<file path="config.mk">
export PLATFORM = sky130hd
export DESIGN_NAME = note_player_flat
export DESIGN_NICKNAME = d
export VERILOG_FILES = /design/src/rtl/note_player_if.sv /design/src/rtl/note_player.sv /design/src/flat_wrapper.sv
export SDC_FILE = /design/constraint.sdc
export NUM_CORES = 1
export LEC_CHECK = 0
export ABC_AREA = 1
export BUFFER_PORTS_ARGS = -buffer_cell sky130_fd_sc_hd__buf_2
export CAP_MARGIN = 40
export CORE_MARGIN = 2
export CORE_UTILIZATION = 56
export CTS_CLUSTER_DIAMETER = 60
export DETAILED_ROUTE_END_ITERATION = 16
export PLACE_DENSITY = 0.89
export SYNTH_ARGS = -nofsm -noshare
export SYNTH_HDL_FRONTEND = slang
export SYNTH_SLANG_ARGS = --single-unit
</file>
<file path="constraint.sdc">
create_clock -name clk -period 2.2 [get_ports clk]
set_input_delay 0 -clock clk [delete_from_list [all_inputs] [get_ports clk]]
set_output_delay 0 -clock clk [all_outputs]
set_load 0.05 [all_outputs]
</file>
<file path="src/rtl/note_player_if.sv">
// Note player bus: song-reader controls, timing pulses,
// frequency ROM lookup and waveform-generator outputs.
interface note_player_if;
  logic        play;
  logic        new_note;
  logic [5:0]  note;
  logic [5:0]  duration;
  logic [2:0]  metadata;
  logic        beat;
  logic        sample_ready;
  logic [19:0] step_size;
  logic [5:0]  freq_addr;
  logic [19:0] phase;
  logic [2:0]  metadata_q;
  logic        note_active;
  logic        note_done;

  modport master (
    output play, new_note, note, duration, metadata,
    output beat, sample_ready, step_size,
    input  freq_addr, phase, metadata_q,
    input  note_active, note_done
  );

  modport slave (
    input  play, new_note, note, duration, metadata,
    input  beat, sample_ready, step_size,
    output freq_addr, phase, metadata_q,
    output note_active, note_done
  );
endinterface

</file>
<file path="src/rtl/note_player.sv">
// Plays one note: ROM step lookup, phase accumulation
// per sample, beat counting up to the note duration.
module note_player (
  input logic          clk,
  input logic          reset,
  note_player_if.slave bus
);
  typedef enum logic [1:0] {
    IDLE, LOOKUP, PLAY, DONE
  } state_t;

  state_t      r_state;
  logic [5:0]  r_note;
  logic [5:0]  r_dur;
  logic [5:0]  r_cnt;
  logic [2:0]  r_meta;
  logic [19:0] r_step;
  logic [19:0] r_phase;
  logic        r_active;
  logic        r_done;

  logic [5:0]  w_cnt_inc;
  logic        w_beat;
  logic        w_smp;
  logic        w_finish;

  assign w_cnt_inc = r_cnt + 6'd1;
  assign w_beat    = bus.beat & bus.play;
  assign w_smp     = bus.sample_ready & bus.play;
  // zero-length notes finish on the first PLAY cycle
  assign w_finish  = (r_state == PLAY) &
                     ((r_dur == 6'd0) |
                      (w_beat & (w_cnt_inc == r_dur)));

  assign bus.freq_addr   = r_note;
  assign bus.phase       = r_phase;
  assign bus.metadata_q  = r_meta;
  assign bus.note_active = r_active;
  assign bus.note_done   = r_done;

  always_ff @(posedge clk) begin
    if (reset) begin
      r_state  <= IDLE;
      r_note   <= '0;
      r_dur    <= '0;
      r_cnt    <= '0;
      r_meta   <= '0;
      r_step   <= '0;
      r_phase  <= '0;
      r_active <= 1'b0;
      r_done   <= 1'b0;
    end else begin
      r_done <= 1'b0;
      if (bus.new_note) begin
        r_note   <= bus.note;
        r_dur    <= bus.duration;
        r_meta   <= bus.metadata;
        r_cnt    <= '0;
        r_phase  <= '0;
        r_active <= 1'b1;
        r_state  <= LOOKUP;
      end else begin
        unique case (r_state)
          IDLE: begin
            r_phase  <= '0;
            r_active <= 1'b0;
          end
          LOOKUP: begin
            r_step  <= (r_note == 6'd0) ?
                       20'd0 : bus.step_size;
            r_state <= PLAY;
          end
          PLAY: begin
            if (w_finish) begin
              r_state  <= DONE;
              r_done   <= 1'b1;
              r_phase  <= '0;
              r_active <= 1'b0;
            end else begin
              if (w_beat) r_cnt <= w_cnt_inc;
              if (w_smp)  r_phase <= r_phase + r_step;
            end
          end
          DONE: begin
            r_phase <= '0;
            r_state <= IDLE;
          end
        endcase
      end
    end
  end
endmodule

</file>
<file path="src/flat_wrapper.sv">
// flat-port wrapper written by rule: the top's interface ports become plain ports
module note_player_flat 
  (clk, reset, bus_play, bus_new_note, bus_note, bus_duration, bus_metadata, bus_beat, bus_sample_ready, bus_step_size, bus_freq_addr, bus_phase, bus_metadata_q, bus_note_active, bus_note_done);
  note_player_if bus_i ();
  input logic clk;
  input logic reset;
  input wire logic [$bits(bus_i.play)-1:0] bus_play;
  input wire logic [$bits(bus_i.new_note)-1:0] bus_new_note;
  input wire logic [$bits(bus_i.note)-1:0] bus_note;
  input wire logic [$bits(bus_i.duration)-1:0] bus_duration;
  input wire logic [$bits(bus_i.metadata)-1:0] bus_metadata;
  input wire logic [$bits(bus_i.beat)-1:0] bus_beat;
  input wire logic [$bits(bus_i.sample_ready)-1:0] bus_sample_ready;
  input wire logic [$bits(bus_i.step_size)-1:0] bus_step_size;
  output wire logic [$bits(bus_i.freq_addr)-1:0] bus_freq_addr;
  output wire logic [$bits(bus_i.phase)-1:0] bus_phase;
  output wire logic [$bits(bus_i.metadata_q)-1:0] bus_metadata_q;
  output wire logic [$bits(bus_i.note_active)-1:0] bus_note_active;
  output wire logic [$bits(bus_i.note_done)-1:0] bus_note_done;
  assign bus_i.play = bus_play;
  assign bus_i.new_note = bus_new_note;
  assign bus_i.note = bus_note;
  assign bus_i.duration = bus_duration;
  assign bus_i.metadata = bus_metadata;
  assign bus_i.beat = bus_beat;
  assign bus_i.sample_ready = bus_sample_ready;
  assign bus_i.step_size = bus_step_size;
  assign bus_freq_addr = bus_i.freq_addr;
  assign bus_phase = bus_i.phase;
  assign bus_metadata_q = bus_i.metadata_q;
  assign bus_note_active = bus_i.note_active;
  assign bus_note_done = bus_i.note_done;
  note_player u_core (.clk(clk), .reset(reset), .bus(bus_i));
endmodule
</file>
==> summary.md, run 1 <==
| Metric | Value |
|---|---|
| RR Startpoint | `u_core.bus.phase[0]` |
| Hold path start | `bus_beat` |
| Cts bufs inserted | `9` |
| Mapped Cells | `604` |
| Crit path max fanout | `3` |
| Largest net degree at the start of global routing | `41` |
| WL/cell | `13.23 microns` |
| Post-DP HPWL | `7.181 mm` |
| Nets | `773` |
| CTS clk-pin slew, worst paths | `0.08 ns` |
| Req. time, crit path | `2.45 ns` |
| Max-cap check violation count | `0` |
| EDFF count, synth | `0` |
| First-pass GRT wire length | `17.33 mm` |
| Clock Path Buffers | `2` |
| Status | `finished clean` |
| Number of fill cells | `between 500 and 600` |
| Placeable Area | `6832 sq um` |
| Final Instance Area | `around 5000 sq um` |
| Ant diodes | `0` |
| Max Transition Viols Final | `0` |
| Post-Syn Area | `3990 sq um` |
| Via density | `between 5 and 6` |
| Area grow syn2layout | `24.52%` |
| Hold_ws | `0.1517 ns` |
| I/O Buffers | `71` |
| Flop pwr share | `0.441` |
| Worst IR Drop VDD | `394.7 uV` |
| Setup crit start kind | `flip-flop` |
| R2R setup slack | `about 0.12 ns` |
| Cell-internal power | `1.933 mW` |
| Fmax | `481.3 MHz` |
| Pwr Total | `2.935 mW` |
| CTS Sinks | `65` |
| CTS root buf | `clkbuf_8` |
| Combinational cell fraction of total power | `0.237` |
| Ys flop type | `dfxtp_1` |
| Setup CP Type | `flip-flop to flip-flop` |
| Switching share of total power | `0.3413` |
| Setup TNS | `0 ns` |
| Post-CTS Repair Setup Buffers | `0` |
| Gr usage total | `0.2817` |
| Routed wire length | `10.68 mm` |
| Pleak | `~2.5 nW` |
| Clock Skews | `0.008709 ns` |
| Final min period | `2.078 ns` |
| Actual slew at the worst max-slew pin | `between 0.6 and 0.7 ns` |
| RSZ-0062 raised after global routing | `no` |
| Clk_lat worst skew | `around 0.36 ns` |
| Fin crit share | `0.9444` |
| Initial drt markers | `roughly 180` |
| Register area share after synthesis | `0.3261` |
| CP Capture Type | `flip-flop` |
| Via count | `~4,200` |
| Hold Vio Cnt, Final | `0` |
| Most frequent cells in the layout | `nand2_1 (141), nor2_1 (101), buf_2 (71)` |
| Setup violations, final | `0` |
| Routed Antenna Nets | `0` |
| Area after detailed placement | `4370 sq um` |
| Synth Net Count | `671` |
| Die area | `7816 sq um` |
| Drt first pass iters | `6` |
| Setup crit start | `u_core.bus.phase[0]` |
| NetSw | `1.002 mW` |
| Starting density of the core | `0.5841` |
| Arrival @ worst endpoint | `~2.3 ns` |
| Commonest non-fill, non-tap cell in the layout | `nand2_1` |
| Chip Width | `88.41 microns` |
| #FFs+latches synth | `65` |
| HP Class | `primary input to flip-flop` |
| YS warnings | `0` |
| Ys async rst share | `0` |
| PD cells | `590.7 nW/um^2` |
| Die H | `88.41 microns` |
| Vias in the first global route | `between 4,000 and 5,000` |
| Gpl congestion | `a little under 0.9` |
| CTS tree | `yes` |
| Slew HR | `0.5329` |
| Grt total ovfl | `0` |
| Clock Power Share | `0.323` |
| Initial antenna violation count | `0` |
| # rows | `30` |
| Mean Syn Cell Area | `roughly 6.6 sq um` |
| Residual DRC | `0` |
| Yosys cell types | `32` |
| H-tree levels | `3` |
| # IOs | `72` |
| Layout cell share with drive strength beyond 1 | `0.1730` |
## worst paths after layout
kind | to | cells past startpoint
worst max register to register | u_core.bus.phase[12] | 12
worst min register to register | u_core.bus.note_active | 2
worst min-delay path | u_core.r_cnt[1] | 5
worst max-delay path | u_core.bus.phase[12] | 12
## synth_stat cells, drive strengths merged, types with 2 or more instances
master / count / area [sq um]
buf: 10 / 90.08
nor3: 5 / 36.29
a21o: 2 / 15.01
inv: 62 / 232.7
o21bai: 3 / 22.52
nand3: 31 / 160.1
ha: 25 / 312.8
nand4: 10 / 62.56
xor2: 6 / 52.55
clkbuf: 12 / 45.04
nor4: 2 / 12.51
a21oi: 42 / 210.2
dfxtp: 65 / 1301
nand2: 152 / 605.6
nand3b: 4 / 30.03
xnor2: 6 / 52.55
o21ai: 49 / 249.0
nor2: 112 / 442.9
## layer usage
| metal | GRT usage | vias to the layer above | wire, microns |
|---|---|---|---|
| met1 | 0.3193 | 1876 | 4540 |
| met5 | 0 | - | 0 |
| met4 | 0.1295 | 0 | 330 |
| li1 | - | 2135 | - |
| met3 | 0.05410 | 35 | 537 |
| met2 | 0.5092 | 145 | 5267 |
## layout make-up
cell class                 count  area, sq um  share of cell area
multi-input combinational    455         2352              0.4734
tap                           96        120.1             0.02418
clock buffer                  10        137.6             0.02770
inverter                      62        236.5             0.04760
sequential                    65         1304              0.2624
clock inverter                 6        42.54            0.008562
timing repair buffer         113        775.7              0.1561
## registers in the layout (all words and copies together), names as in the netlist
register,cells
u_core.bus.metadata_q,3
u_core.r_step,20
u_core.bus.phase,20
u_core.r_state,2
u_core.r_cnt,6
u_core.bus.note_done,1
u_core.r_dur,6
u_core.bus.note_active,1
u_core.bus.freq_addr,6
## through the flow
stage               utilization  instances  setup slack, ns
finish                   0.7273        807           0.1222
global route             0.7273        807         0.005593
CTS                      0.7203        807          0.07273
detailed placement       0.6397        754        -0.006105
global placement         0.6397        754          0.07105
floorplan                     -        604          0.02539
## critical path, cell delays in order (launching register included)
cell and delay, ns:
dfxtp_1 0.33, ha_1 0.24, fa_1 0.42, nand3_1 0.09, nand2_1 0.11, nand3_1 0.10, nand2_1 0.13, nand2_1 0.09
nand2_1 0.06, xor2_1 0.17, nor2_2 0.06, nor2_1 0.12, nor2_1 0.06
## logic make-up after synthesis
logic type	count (synthesis)	synth area share
AOI/OAI and AO/OA	101	0.1336
xor gates and xnor gates	12	0.02634
adders and majority gates	26	0.08341
buffers and inverters	84	0.09219
DFF	65	0.3261
and+or+nand+nor	316	0.3383
## power groups by stage
| stage | Clock, mW | Sequential [mW] | Combinational (mW) |
|---|---|---|---|
| after floorplan | 0 | 1.41 | 0.379 |
| after global placement | 0 | 1.31 | 0.600 |
| after detailed placement | 0 | 1.32 | 0.617 |
| after CTS | 0.954 | 1.29 | 0.672 |
| after global routing | 1.00 | 1.30 | 0.767 |
| final | 0.948 | 1.29 | 0.694 |
## repair_timing
item                                    CTS  global route
hold buffers                             37             0
endpoints found under the setup margin    2            26
gates resized for setup                   1            13
endpoints found under the hold margin    38             0
pin swaps                                 0             1
Note: power is estimated with default switching activity, not from simulation.
==> run 2, diff against run 1 <==
- PLACE_DENSITY: 0.89 -> 0.8
==> run 2 against run 1 <==
Net effect:
- count of clock-buffer cells in the layout grew 1
- core utilization grew 0.24 points
- clock power grew 8%
- first-iteration DRC count grew 8.6%
- final area grew 0.33%
- largest power group unchanged
==> summary.md, run 2 (same netlist as run 1, synthesis figures left out) <==
| Metric | Value |
|---|---|
| Actual slew at the worst max-slew pin | `0.7580 ns` |
| Crit path capture | `u_core.bus.phase[18]` |
| Setup violations, final | `0` |
| Most frequent cells in the layout | `nand2_1 (141), nor2_1 (101), buf_2 (71)` |
| Cts bufs inserted | `9` |
| Clock Skews | `0.01220 ns` |
| # rows | `30` |
| Arrival @ worst endpoint | `2.28 ns` |
| Gr usage total | `0.2796` |
| Req. time, crit path | `2.43 ns` |
| First-pass GRT wire length | `17.34 mm` |
| CP Capture Type | `flip-flop` |
| Setup crit start | `u_core.bus.phase[0]` |
| Die H | `88.41 microns` |
| Pleak | `~2.5 nW` |
| Reg2Reg Depth | `12` |
| I/O Buffers | `71` |
| CTS root buf | `clkbuf_8` |
| Via density | `5.136` |
| Drt first pass iters | `5` |
| Fmax | `488.6 MHz` |
| Fin crit share | `0.9303` |
| Clock Path Buffers | `2` |
| Nets | `about 770` |
| Chip Width | `88.41 microns` |
| Starting density of the core | `0.5841` |
| CTS clk-pin slew, worst paths | `0.07 ns` |
| RSZ-0062 raised after global routing | `yes` |
| Slew HR | `0.4934` |
| R2R setup slack | `about 0.15 ns` |
| Multi-input logic area | `between 2000 and 2500 sq um` |
| Grt total ovfl | `0` |
| Post-CTS Repair Setup Buffers | `0` |
| Initial antenna violation count | `0` |
| Layout cell share with drive strength beyond 1 | `0.1742` |
| Max Transition Viols Final | `0` |
| Clk_lat worst skew | `0.34 ns` |
| Max-cap check violation count | `0` |
| CTS tree | `yes` |
| Post-DP HPWL | `7.245 mm` |
| Vias in the first global route | `3,958` |
| Routed Antenna Nets | `0` |
| Number of fill cells | `609` |
| Worst IR Drop VDD | `398.5 uV` |
| WL/cell | `13.04 microns` |
| Gpl congestion | `between 0.9 and 1` |
| Die area | `7816 sq um` |
| Hold_ws | `0.1075 ns` |
| Ant diodes | `0` |
| Routed wire length | `10.54 mm` |
| Initial drt markers | `190` |
| Via count | `~4,200` |
| RR Startpoint | `u_core.bus.phase[0]` |
| Pwr Total | `3.008 mW` |
| Hold Vio Cnt, Final | `0` |
| Worst R2R End | `u_core.bus.phase[18]` |
| Crit path max fanout | `3` |
| Largest net degree at the start of global routing | `between 40 and 50` |
| Final min period | `about 2 ns` |
| Residual DRC | `0` |
| CTS Sinks | `65` |
| Setup CP Type | `flip-flop to flip-flop` |
| Commonest non-fill, non-tap cell in the layout | `nand2_1` |
| Area grow syn2layout | `24.93%` |
| HP Class | `primary input to flip-flop` |
| Status | `finished clean` |
| # IOs | `72` |
| H-tree levels | `3` |
| PD cells | `603.4 nW/um^2` |
| Placeable Area | `6832 sq um` |
| Setup crit start kind | `flip-flop` |
| Sequential Area | `1304 sq um` |
[run 2: changes by cell type in the layout (fill, tap and decap cells not counted), sizes merged]
cell,before,now
dlygate4sd3,37,36
inv,62,61
clkbuf,10,11
bufinv,0,1
clkinv,3,2
buf,76,78
[run 2: worst max-delay path, cell delays in order (launching register included)]
cell,delay [ns]
dfxtp_1,0.33
ha_1,0.23
fa_1,0.42
nand3_1,0.09
nand2_1,0.12
a21oi_2,0.20
o21ai_2,0.12
nand2_1,0.11
nand3_1,0.07
nand2_1,0.08
nor2_1,0.04
nor2_1,0.11
nor2_2,0.04
[run 2: metal layers]
layer	track usage	part of all wire	up-vias
met5	0	0	-
met4	0.09917	0.017	0
met3	0.04757	0.056	15
met2	0.4751	0.46	122
met1	0.3585	0.46	1867
li1	-	-	2146
[run 2: how the worst min path moves through the flow]
stage	start	to	slack, ns	cells after the start
6_report	bus_new_note	u_core.bus.note_done	0.11	2
5_1_grt	bus_new_note	u_core.bus.note_done	0.12	2
4_1_cts	bus_new_note	u_core.bus.note_done	0.1	2
3_5_place_dp	bus_duration[0]	u_core.r_dur[0]	0.24	3
3_3_place_gp	bus_note[2]	u_core.bus.freq_addr[2]	0.23	3
2_1_floorplan	reset	u_core.bus.note_active	0.07	1
[run 2: timing repair]
action / CTS / global route
setup endpoints to repair: 2 / 16
resized for setup: 1 / 9
hold buffers: 36 / 0
hold endpoints to repair: 38 / 0
pin swaps: 0 / 0
[run 2: layout make-up]
type	instances	area share
clock inverter	5	0.01104
inverter	62	0.04744
tap	96	0.02410
sequential	65	0.2615
clock buffer	11	0.02836
timing repair buffer	114	0.1566
multi-input combinational	455	0.4709
[run 2: through the flow]
| stage | util | worst slack, ns | std cells | setup TNS (ns) | area [sq um] |
|---|---|---|---|---|---|
| 2_1_floorplan | - | 0.02539 | 604 | 0 | 3990 |
| 3_3_place_gp | 0.6438 | 0.05723 | 756 | 0 | 4398 |
| 3_5_place_dp | 0.6438 | 0.03006 | 756 | 0 | 4398 |
| 4_1_cts | 0.7253 | 0.06727 | 808 | 0 | 4955 |
| 5_1_grt | 0.7297 | -0.009537 | 808 | -0.009537 | 4985 |
| 6_report | 0.7297 | 0.1534 | 808 | 0 | 4985 |
[run 2: where the power goes]
group | switching (mW) | internal [mW]
Combinational | 0.437 | 0.249
Clock | 0.474 | 0.551
Sequential | 0.0529 | 1.24
Total | 0.964 | 2.04
